===== src/rtl/vga_scanout_pkg.sv =====
// Shared types and default timing for the VGA scanout path (800x600@72, 4bpp packed framebuffer).
package vga_scanout_pkg;

    typedef logic [3:0] VgaColorNumber_t;
    typedef logic [7:0] VgaColor_t;

    localparam int VGA_PIXELS_PER_WORD = 8;

    localparam int VGA_H_ACTIVE = 800;
    localparam int VGA_H_FP     = 56;
    localparam int VGA_H_SYNC   = 120;
    localparam int VGA_H_BP     = 64;
    localparam int VGA_V_ACTIVE = 600;
    localparam int VGA_V_FP     = 37;
    localparam int VGA_V_SYNC   = 6;
    localparam int VGA_V_BP     = 23;

    // Pixel k of a packed word lives in bits [4k+3:4k]; pixel 0 is in the LSBs.
    function automatic VgaColorNumber_t word_nibble(input logic [31:0] word, input logic [2:0] k);
        return word[{k, 2'b00} +: 4];
    endfunction

endpackage


===== src/rtl/vga_scanout_timing.sv =====
// Raster timing generator: horizontal/vertical counters plus the stage-0 decodes
// (active area, raw syncs, frame origin, last pixel of frame) derived from them.
module vga_timing_gen #(
    parameter int H_ACTIVE = 800,
    parameter int H_FP     = 56,
    parameter int H_SYNC   = 120,
    parameter int H_BP     = 64,
    parameter int V_ACTIVE = 600,
    parameter int V_FP     = 37,
    parameter int V_SYNC   = 6,
    parameter int V_BP     = 23
) (
    input  logic       clk_i,
    input  logic       rst_ni,
    output logic       active_o,
    output logic       hsync_o,
    output logic       vsync_o,
    output logic       frame_start_o,
    output logic       frame_last_o,
    output logic [2:0] sub_idx_o
);

    localparam int H_TOTAL = H_ACTIVE + H_FP + H_SYNC + H_BP;
    localparam int V_TOTAL = V_ACTIVE + V_FP + V_SYNC + V_BP;
    localparam int HW      = $clog2(H_TOTAL);
    localparam int VW      = $clog2(V_TOTAL);

    localparam logic [HW-1:0] H_LAST = HW'(H_TOTAL - 1);
    localparam logic [HW-1:0] H_ACT  = HW'(H_ACTIVE);
    localparam logic [HW-1:0] H_SS   = HW'(H_ACTIVE + H_FP);
    localparam logic [HW-1:0] H_SE   = HW'(H_ACTIVE + H_FP + H_SYNC);
    localparam logic [VW-1:0] V_LAST = VW'(V_TOTAL - 1);
    localparam logic [VW-1:0] V_ACT  = VW'(V_ACTIVE);
    localparam logic [VW-1:0] V_SS   = VW'(V_ACTIVE + V_FP);
    localparam logic [VW-1:0] V_SE   = VW'(V_ACTIVE + V_FP + V_SYNC);

    logic [HW-1:0] h_cnt_q, h_cnt_d;
    logic [VW-1:0] v_cnt_q, v_cnt_d;

    // Next raster position: h wraps at end of line and carries into v, v wraps at end of frame.
    always_comb begin
        h_cnt_d = h_cnt_q + HW'(1);
        v_cnt_d = v_cnt_q;
        if (h_cnt_q == H_LAST) begin
            h_cnt_d = '0;
            v_cnt_d = (v_cnt_q == V_LAST) ? '0 : v_cnt_q + VW'(1);
        end
    end

    // Raster position registers; reset restarts at pixel (0,0).
    always_ff @(posedge clk_i or negedge rst_ni) begin
        if (!rst_ni) begin
            h_cnt_q <= '0;
            v_cnt_q <= '0;
        end else begin
            h_cnt_q <= h_cnt_d;
            v_cnt_q <= v_cnt_d;
        end
    end

    assign active_o      = (h_cnt_q < H_ACT) && (v_cnt_q < V_ACT);
    assign hsync_o       = (h_cnt_q >= H_SS) && (h_cnt_q < H_SE);
    assign vsync_o       = (v_cnt_q >= V_SS) && (v_cnt_q < V_SE);
    assign frame_start_o = (h_cnt_q == '0) && (v_cnt_q == '0);
    assign frame_last_o  = (h_cnt_q == H_LAST) && (v_cnt_q == V_LAST);
    assign sub_idx_o     = h_cnt_q[2:0];

endmodule


===== src/rtl/vga_scanout.sv =====
// VGA scanout: raster timing, framebuffer fetch (one 32-bit word per 8 pixels) and a
// two-stage pixel pipeline so colour, de and syncs leave together two clocks after stage 0.
module vga_scanout
    import vga_scanout_pkg::*;
#(
    parameter int                   H_ACTIVE  = VGA_H_ACTIVE,
    parameter int                   H_FP      = VGA_H_FP,
    parameter int                   H_SYNC    = VGA_H_SYNC,
    parameter int                   H_BP      = VGA_H_BP,
    parameter int                   V_ACTIVE  = VGA_V_ACTIVE,
    parameter int                   V_FP      = VGA_V_FP,
    parameter int                   V_SYNC    = VGA_V_SYNC,
    parameter int                   V_BP      = VGA_V_BP,
    parameter logic                 SYNC_POL  = 1'b1,
    parameter int                   FB_ADDR_W = 16,
    parameter logic [FB_ADDR_W-1:0] FB_BASE   = '0
) (
    input  logic                 clk,
    input  logic                 rst_n,
    output logic                 fb_rd,
    output logic [FB_ADDR_W-1:0] fb_addr,
    input  logic [31:0]          fb_rdata,
    output VgaColorNumber_t      color_number,
    output logic                 de,
    output logic                 hsync,
    output logic                 vsync,
    output logic                 frame_start
);

    logic       active0, hs0, vs0, fs0, frame_last;
    logic [2:0] k0;
    logic       fetch;

    vga_timing_gen #(
        .H_ACTIVE(H_ACTIVE), .H_FP(H_FP), .H_SYNC(H_SYNC), .H_BP(H_BP),
        .V_ACTIVE(V_ACTIVE), .V_FP(V_FP), .V_SYNC(V_SYNC), .V_BP(V_BP)
    ) u_timing (
        .clk_i        (clk),
        .rst_ni       (rst_n),
        .active_o     (active0),
        .hsync_o      (hs0),
        .vsync_o      (vs0),
        .frame_start_o(fs0),
        .frame_last_o (frame_last),
        .sub_idx_o    (k0)
    );

    // Counters sit at (0,0) during reset, which is an active fetch position; the strobe is
    // qualified with rst_n so the BRAM sees no read until reset is released.
    assign fetch = active0 && (k0 == 3'd0);
    assign fb_rd = fetch && rst_n;

    logic [FB_ADDR_W-1:0] ptr_q, ptr_d;

    // Running word pointer: advances past each fetched word, rewinds at the last pixel of a frame.
    always_comb begin
        ptr_d = ptr_q;
        if (frame_last) begin
            ptr_d = FB_BASE;
        end else if (fetch) begin
            ptr_d = ptr_q + FB_ADDR_W'(1);
        end
    end

    // Word pointer register.
    always_ff @(posedge clk or negedge rst_n) begin
        if (!rst_n) ptr_q <= FB_BASE;
        else        ptr_q <= ptr_d;
    end

    assign fb_addr = ptr_q;

    logic        act1_q, hs1_q, vs1_q, fs1_q;
    logic [2:0]  k1_q;
    logic [31:0] word_q, word_d;

    // Sub-index 0 is the cycle the BRAM data arrives; later pixels of the word reuse the latched copy.
    assign word_d = (k1_q == 3'd0) ? fb_rdata : word_q;

    // Stage 1: delay timing decodes by one clock to line up with the read data.
    always_ff @(posedge clk or negedge rst_n) begin
        if (!rst_n) begin
            act1_q <= 1'b0;
            hs1_q  <= 1'b0;
            vs1_q  <= 1'b0;
            fs1_q  <= 1'b0;
            k1_q   <= 3'd0;
            word_q <= '0;
        end else begin
            act1_q <= active0;
            hs1_q  <= hs0;
            vs1_q  <= vs0;
            fs1_q  <= fs0;
            k1_q   <= k0;
            word_q <= word_d;
        end
    end

    // Stage 2: registered outputs; colour is blanked outside active video.
    always_ff @(posedge clk or negedge rst_n) begin
        if (!rst_n) begin
            de           <= 1'b0;
            color_number <= '0;
            hsync        <= ~SYNC_POL;
            vsync        <= ~SYNC_POL;
            frame_start  <= 1'b0;
        end else begin
            de           <= act1_q;
            color_number <= act1_q ? word_nibble(word_d, k1_q) : '0;
            hsync        <= hs1_q ? SYNC_POL : ~SYNC_POL;
            vsync        <= vs1_q ? SYNC_POL : ~SYNC_POL;
            frame_start  <= fs1_q;
        end
    end

endmodule

===== config.mk =====
export PLATFORM = sky130hd
export DESIGN_NAME = vga_scanout
export DESIGN_NICKNAME = d
export VERILOG_FILES = /design/src/rtl/vga_scanout_pkg.sv /design/src/rtl/vga_scanout_timing.sv /design/src/rtl/vga_scanout.sv
export SDC_FILE = /design/constraint.sdc
export NUM_CORES = 1
export LEC_CHECK = 0
export ABC_AREA = 1
export BUFFER_PORTS_ARGS = -buffer_cell sky130_fd_sc_hd__buf_2
export CORE_UTILIZATION = 52
export CTS_CLUSTER_DIAMETER = 50
export DETAILED_ROUTE_END_ITERATION = 12
export PLACE_DENSITY_LB_ADDON = 0.1
export SLEW_MARGIN = 20
export SYNTH_ARGS = -nofsm -noshare
export SYNTH_HDL_FRONTEND = slang
export SYNTH_SLANG_ARGS = --single-unit

===== constraint.sdc =====
create_clock -name clk -period 1.8 [get_ports clk]
set_clock_uncertainty 0.2 [all_clocks]
set_input_delay 0.09 -clock clk [delete_from_list [all_inputs] [get_ports clk]]
set_output_delay 0.09 -clock clk [all_outputs]
set_load 0.01 [all_outputs]

* Word level (Yosys, flattened, before mapping) *
Cells that the tools add are included.

cells by class
  eq/ne operators = 2
  $add $sub $neg = 3
  shift-type cells = 1
  mux-type cells = 8
  magnitude comparators = 6
  reductions and logical operators = 12

operators by type and width
  cell                     count
  $mux W16                 2
  $mux W32                 1
  $shiftx A32 B6 Y4        1
  $lt A11 B10 Y1 const B   2
  $lt A10 B10 Y1 const B   2
  $add A16 B1 Y16 const B  1
  $add A11 B1 Y11 const B  1
  $eq A11 B11 Y1 const B   1
  $ge A11 B10 Y1 const B   1
  $logic_not A11 Y1        1
  $mux W11                 1
  $add A10 B1 Y10 const B  1
  $eq A10 B10 Y1 const B   1
  $ge A10 B10 Y1 const B   1
  $logic_not A10 Y1        1
  $mux W10                 1
  $logic_and A1 B1 Y1      7
  $logic_not A3 Y1         2
  $mux W4                  1
  $mux W1                  2
  $reduce_bool A2 Y1       1

storage, ports and cells
  word-level logic and storage cells = 46
  output and inout bits = 25
  register bits after elaboration = 84
  input bits = 34

* Longest topological paths before layout *
  depth in word-level cells = 5
  mapped depth = 10
  gate-level depth less buffers = 9

* By module *
From an unflattened synthesis, not the netlist that was laid out.

second synthesis, totals
  cell total of the unflattened synthesis = 528
  area, all modules = 4424.2 µm²

modules (own cells, without submodules)
  module          times used  seq. area each (µm²)  cells each  area an instance (µm²)
  vga_scanout     1           1576.5                344         3001.6
  vga_timing_gen  1           525.5                 184         1422.6

* Worst setup path before layout *
OpenSTA, ideal clock, no wires.

  path type = register to register
  start = register u_timing.v_cnt_q[1]
  end = register ptr_q[5] (netlist: fb_addr[5])
  data required time = 1.483 ns
  buffers on the path = 1
  setup slack = 0.040 ns
  arrival time = 1.443 ns
  period minus slack after synthesis = 1.760 ns
  library setup time = 0.117 ns
  cell stages (with the launch flop) = 11
  cell sequence = dfrtp_1 > inv_1 > ha_1 > nand2_1 > nor2_1 > nand2_1 > nor2_2 > nand4_4 > buf_4 > nand3_1 > nand2_1

between the ends
  cells in the longest elaborated chain, start to end = 4
  elaborated cells on any way between the ends = 7
  classes of those cells = order compare (1); eq/ne (1); mux (1); reduce/logical (4)

RTL lines
  item                                 line                      RTL
  start, declared                      vga_scanout_timing.sv:38  logic [VW-1:0] v_cnt_q, v_cnt_d;
  start signal, assigned               vga_scanout_timing.sv:57  v_cnt_q <= v_cnt_d;
  $lt A10 B10 Y1                       vga_scanout_timing.sv:61  assign active_o = (h_cnt_q < H_ACT) && (v_cnt_q < V_ACT);
  $logic_and A1 B1 Y1                  vga_scanout_timing.sv:61
  $logic_and A1 B1 Y1                  vga_scanout.sv:50         assign fetch = active0 && (k0 == 3'd0);
  $reduce_bool A2 Y1 (no source line)  n/a
  end signal, assigned                 vga_scanout.sv:68         else ptr_q <= ptr_d;
  end, declared                        vga_scanout.sv:53         logic [FB_ADDR_W-1:0] ptr_q, ptr_d;

Parallel ways exist; a longest one is shown, timed or not.
A chain may end at the register's enable or synchronous reset.

* Worst setup path after layout *
  start = register u_timing.h_cnt_q[7]
  end = output fb_rd

between the ends
  cells in the longest elaborated chain, start to end = 4

RTL lines
  item                    line                      RTL
  start, declared         vga_scanout_timing.sv:37  logic [HW-1:0] h_cnt_q, h_cnt_d;
  start signal, assigned  vga_scanout_timing.sv:56  h_cnt_q <= h_cnt_d;
  $lt A11 B10 Y1          vga_scanout_timing.sv:61
  $logic_and A1 B1 Y1     vga_scanout_timing.sv:61
  net active0             vga_scanout.sv:30         logic active0, hs0, vs0, fs0, frame_last;
  $logic_and A1 B1 Y1     vga_scanout.sv:50
  $logic_and A1 B1 Y1     vga_scanout.sv:51         assign fb_rd = fetch && rst_n;
  end, declared           vga_scanout.sv:20         output logic fb_rd,

The timed path passes the listed nets, and every way through them passes these cells.

==> metrics.md <==
| Metric | Value |
|---|---|
| Total congestion overflow | 0 |
| Detailed Route WL | roughly 11,000 um |
| Post-detail-place hpwl | about 7500 um |
| CTS buffer count | 9 |
| Setup-failing EPs final | 16 |
| CP Buf/Inv Count | 2 |
| Number of enable-type register cells in the synthesized netlist | 0 |
| Asr flop ratio synth | 1.00 |
| R2R Path Start | u_timing.h_cnt_q[7]$_DFF_PN0_ |
| Initial cell density of the core | 0.542 |
| Nets | 750 |
| Root buf cell | clkbuf_8 |
| Largest net degree at the start of global routing | 43 |
| Total Routing Usage GR | 0.271 |
| RSZ-0062 raised after global routing | yes |
| Worst Hold Class | in2async |
| Endpoints failing hold | 0 |
| Failing checks | setup timing |
| Max-cap violations | 0 |
| I/O pin count | slightly below 60 |
| Tmin final | 1900 ps |
| Clock Latency Late Sink | around 350 ps |
| First-pass GRT wire length | roughly 19,000 um |
| Post-Synthesis Cells | between 500 and 600 |
| Drt wl/cell | about 14 um |
| Max FO, Critical Path | 4 |
| Max Clk Rate | between 500 and 600 MHz |
| Vias | around 4,300 |
| WP data required | about 1500 ps |
| First drt pass iteration count | 5 |
| # diodes | 0 |
| DR vias/cell | about 5.2 |
| Final ANT Viol Nets | 0 |
| Post-route DRC | 0 |
| Pleak | 3.07 nW |
| Slew @ Worst Pin | 534 ps |
| Layout cells sized above 1 | 0.231 |
| Avg Cell Area, Syn | ~7.7 um^2 |
| Final worst-path cycle share | 1.06 |
| YS warnings | 0 |
| Slowest-stage cell, CP | dfrtp_1 |
| #FFs+latches synth | 84 |
| Max Root-Sink Buffers | 2 |
| Fin. max-slew vios | 0 |
| Main synth FF type | dfrtp_1 |
| CTS tree | done |
| Fill count | 655 |
| Status | complete, but fails checks |
| Power Dens Cells | 600 mW/mm^2 |
| Worst reg2reg path endpoint | fb_addr[0]$_DFFE_PN0P_ |
| Critical-path cell list | nand2_2, inv_4, a21oi_4, nand2_4, nor2_4, nand2_4, nor2_2, buf_2 |
| Setup crit end kind | output port |
| Vias in the first global route | just over 4,000 |
| Non-Filler Instances | between 800 and 900 |
| Commonest cells in the netlist | nand2_1 (152), dfrtp_1 (84), nand3_1 (83), nor2_1 (69), inv_1 (65) |
| Seq/Total Area, Yosys | 0.469 |
| # rows | 33 |
| Gpl congestion | approximately 0.90 |
| Leading area contributor after synthesis | dfrtp_1 |
| H-tree Lvls | 3 |
| R2r setup slk | -30 ps |
| Ranking of synthesized cells by area | dfrtp_1 (47%), nand2_1 (13%), nand3_1 (9.3%) |
| # port buffers | 58 |
| Setup ws final | -99.1 ps |
| Crit-path max cell delay | about 420 ps |
| Distinct cells, synth | 32 |
| Crit path DAT | 1610 ps |
| Synth top area share | 0.469 |
| Worst Setup Start Kind | register |
| Power, Total | around 0.0035 W |
| Worst vdd ir | about 440 uV |
| Synth Cell Area | approximately 0.0045 mm^2 |
| Die area | 0.00899 mm^2 |
| DRT iter0 DRCs | 216 |
| Core Area | ~0.0083 mm^2 |
| Synth-to-Final Area Change | 29.9% |
| Placed cells | 756 |
| DIE HEIGHT | 94.8 um |
| Clk slew on worst S/H paths | approximately 90 ps |
| CTS sink count | 84 |
| Reg2Reg Depth | 10 |
| Syn nets | between 600 and 700 |
| Top-count cell post-synth | nand2_1 |
| Crit Path Class | reg2out |
| Cell mode on critical path | nand2_4 |
| Top delay family on crit path | simple AND/OR/NAND/NOR gates |
| Antenna violations before repair | 0 |
| Die W | about 95 um |
| Slew Limit Headroom | 0.644 |
==> cells in the final DEF (no fill, tap or decap), types with 11 or more instances in the layout <==
master	instances
inv_1	60
nand3_2	11
a21oi_1	35
nand2_1	146
nor2_1	64
buf_2	57
buf_4	35
nand4_1	15
dlygate4sd3_1	34
nand3_1	71
dfrtp_1	83
o21ai_0	11
==> area by class of cell <==
cell class | count | area (um^2) | area share
Sequential cell | 84 | 2100 | 0.361
Inverter | 71 | 269 | 0.0462
Clock inverter | 5 | 61.3 | 0.0105
Multi-Input combinational cell | 412 | 2160 | 0.370
Timing Repair Buffer | 131 | 967 | 0.166
Tap cell | 105 | 131 | 0.0226
Clock buffer | 11 | 131 | 0.0226
==> power by group <==
part | leakage (nW) | switching, W | internal, W
clock | 0.0862 | 0.000683 | 0.000647
sequential | 1.05 | 0.0000114 | 0.00193
combinational | 1.94 | 0.000112 | 0.000113
==> worst reg2reg max path: cells and delay by family (launching register included) <==
family                 cells  cell delay (ps)
buffers and inverters      4              490
AO/OA/AOI/OAI              1              180
AND/OR/NAND/NOR            5              480
flip-flops                 1              420
==> layer usage <==
| metal | up-vias | global-route usage | wire, um |
|---|---|---|---|
| met5 | - | 0 | 0 |
| met4 | 0 | 0.109 | 261 |
| met3 | 20 | 0.0411 | 584 |
| met2 | 130 | 0.438 | 5500 |
| met1 | 2003 | 0.364 | 5130 |
| li1 | 2123 | - | - |
==> cells by family after synthesis <==
kind of cell,synth area share
simple gates,0.334
buf+inv,0.0877
flops,0.469
compound gates,0.0642
xor+xnor,0.0254
fa+ha+maj,0.0196
==> timing repair <==
item,4_1_cts,5_1_grt
hold buffers,33,1
cloned,2,1
pin swaps,4,14
resized for setup,16,27
setup endpoints to repair,19,28
hold endpoints to repair,116,11
setup buffers,7,3
==> through the flow <==
stage	TNS [ps]	setup WS (ps)	utilization	instance area (um^2)	hold slack, ps
global placement	0	49.8	0.607	5010	-253
detailed placement	-573	-56.8	0.607	5010	-256
finish	-263	-99.1	0.705	5820	139
floorplan	0	39.7	-	4480	-406
CTS	-102	-95.4	0.687	5670	-102
global route	-2240	-202	0.705	5820	171
==> sequential cells by signal, summed over array words and instances (netlist names) <==
register	cells
act1_q	1
color_number	4
de	1
fb_addr	16
frame_start	1
fs1_q	1
hs1_q	1
hsync	1
k1_q	3
u_timing.h_cnt_q	11
u_timing.v_cnt_q	10
vs1_q	1
vsync	1
word_q	32
==> how the worst max path moves through the flow <==
| stage | from | endpoint | slack (ps) | cells after the start |
|---|---|---|---|---|
| after global routing | u_timing.h_cnt_q[7]$_DFF_PN0_ | fb_rd | -200 | 8 |
| after floorplan | u_timing.v_cnt_q[1]$_DFFE_PN0N_ | fb_addr[5]$_DFFE_PN0P_ | 40 | 10 |
| after detailed placement | u_timing.h_cnt_q[0]$_DFF_PN0_ | fb_addr[4]$_DFFE_PN0P_ | -60 | 8 |
| after global placement | u_timing.h_cnt_q[0]$_DFF_PN0_ | fb_addr[12]$_DFFE_PN0P_ | 50 | 8 |
| after CTS | u_timing.h_cnt_q[7]$_DFF_PN0_ | fb_rd | -100 | 8 |
| final | u_timing.h_cnt_q[7]$_DFF_PN0_ | fb_rd | -100 | 8 |
No activity file was read; power rests on OpenSTA's default activity.
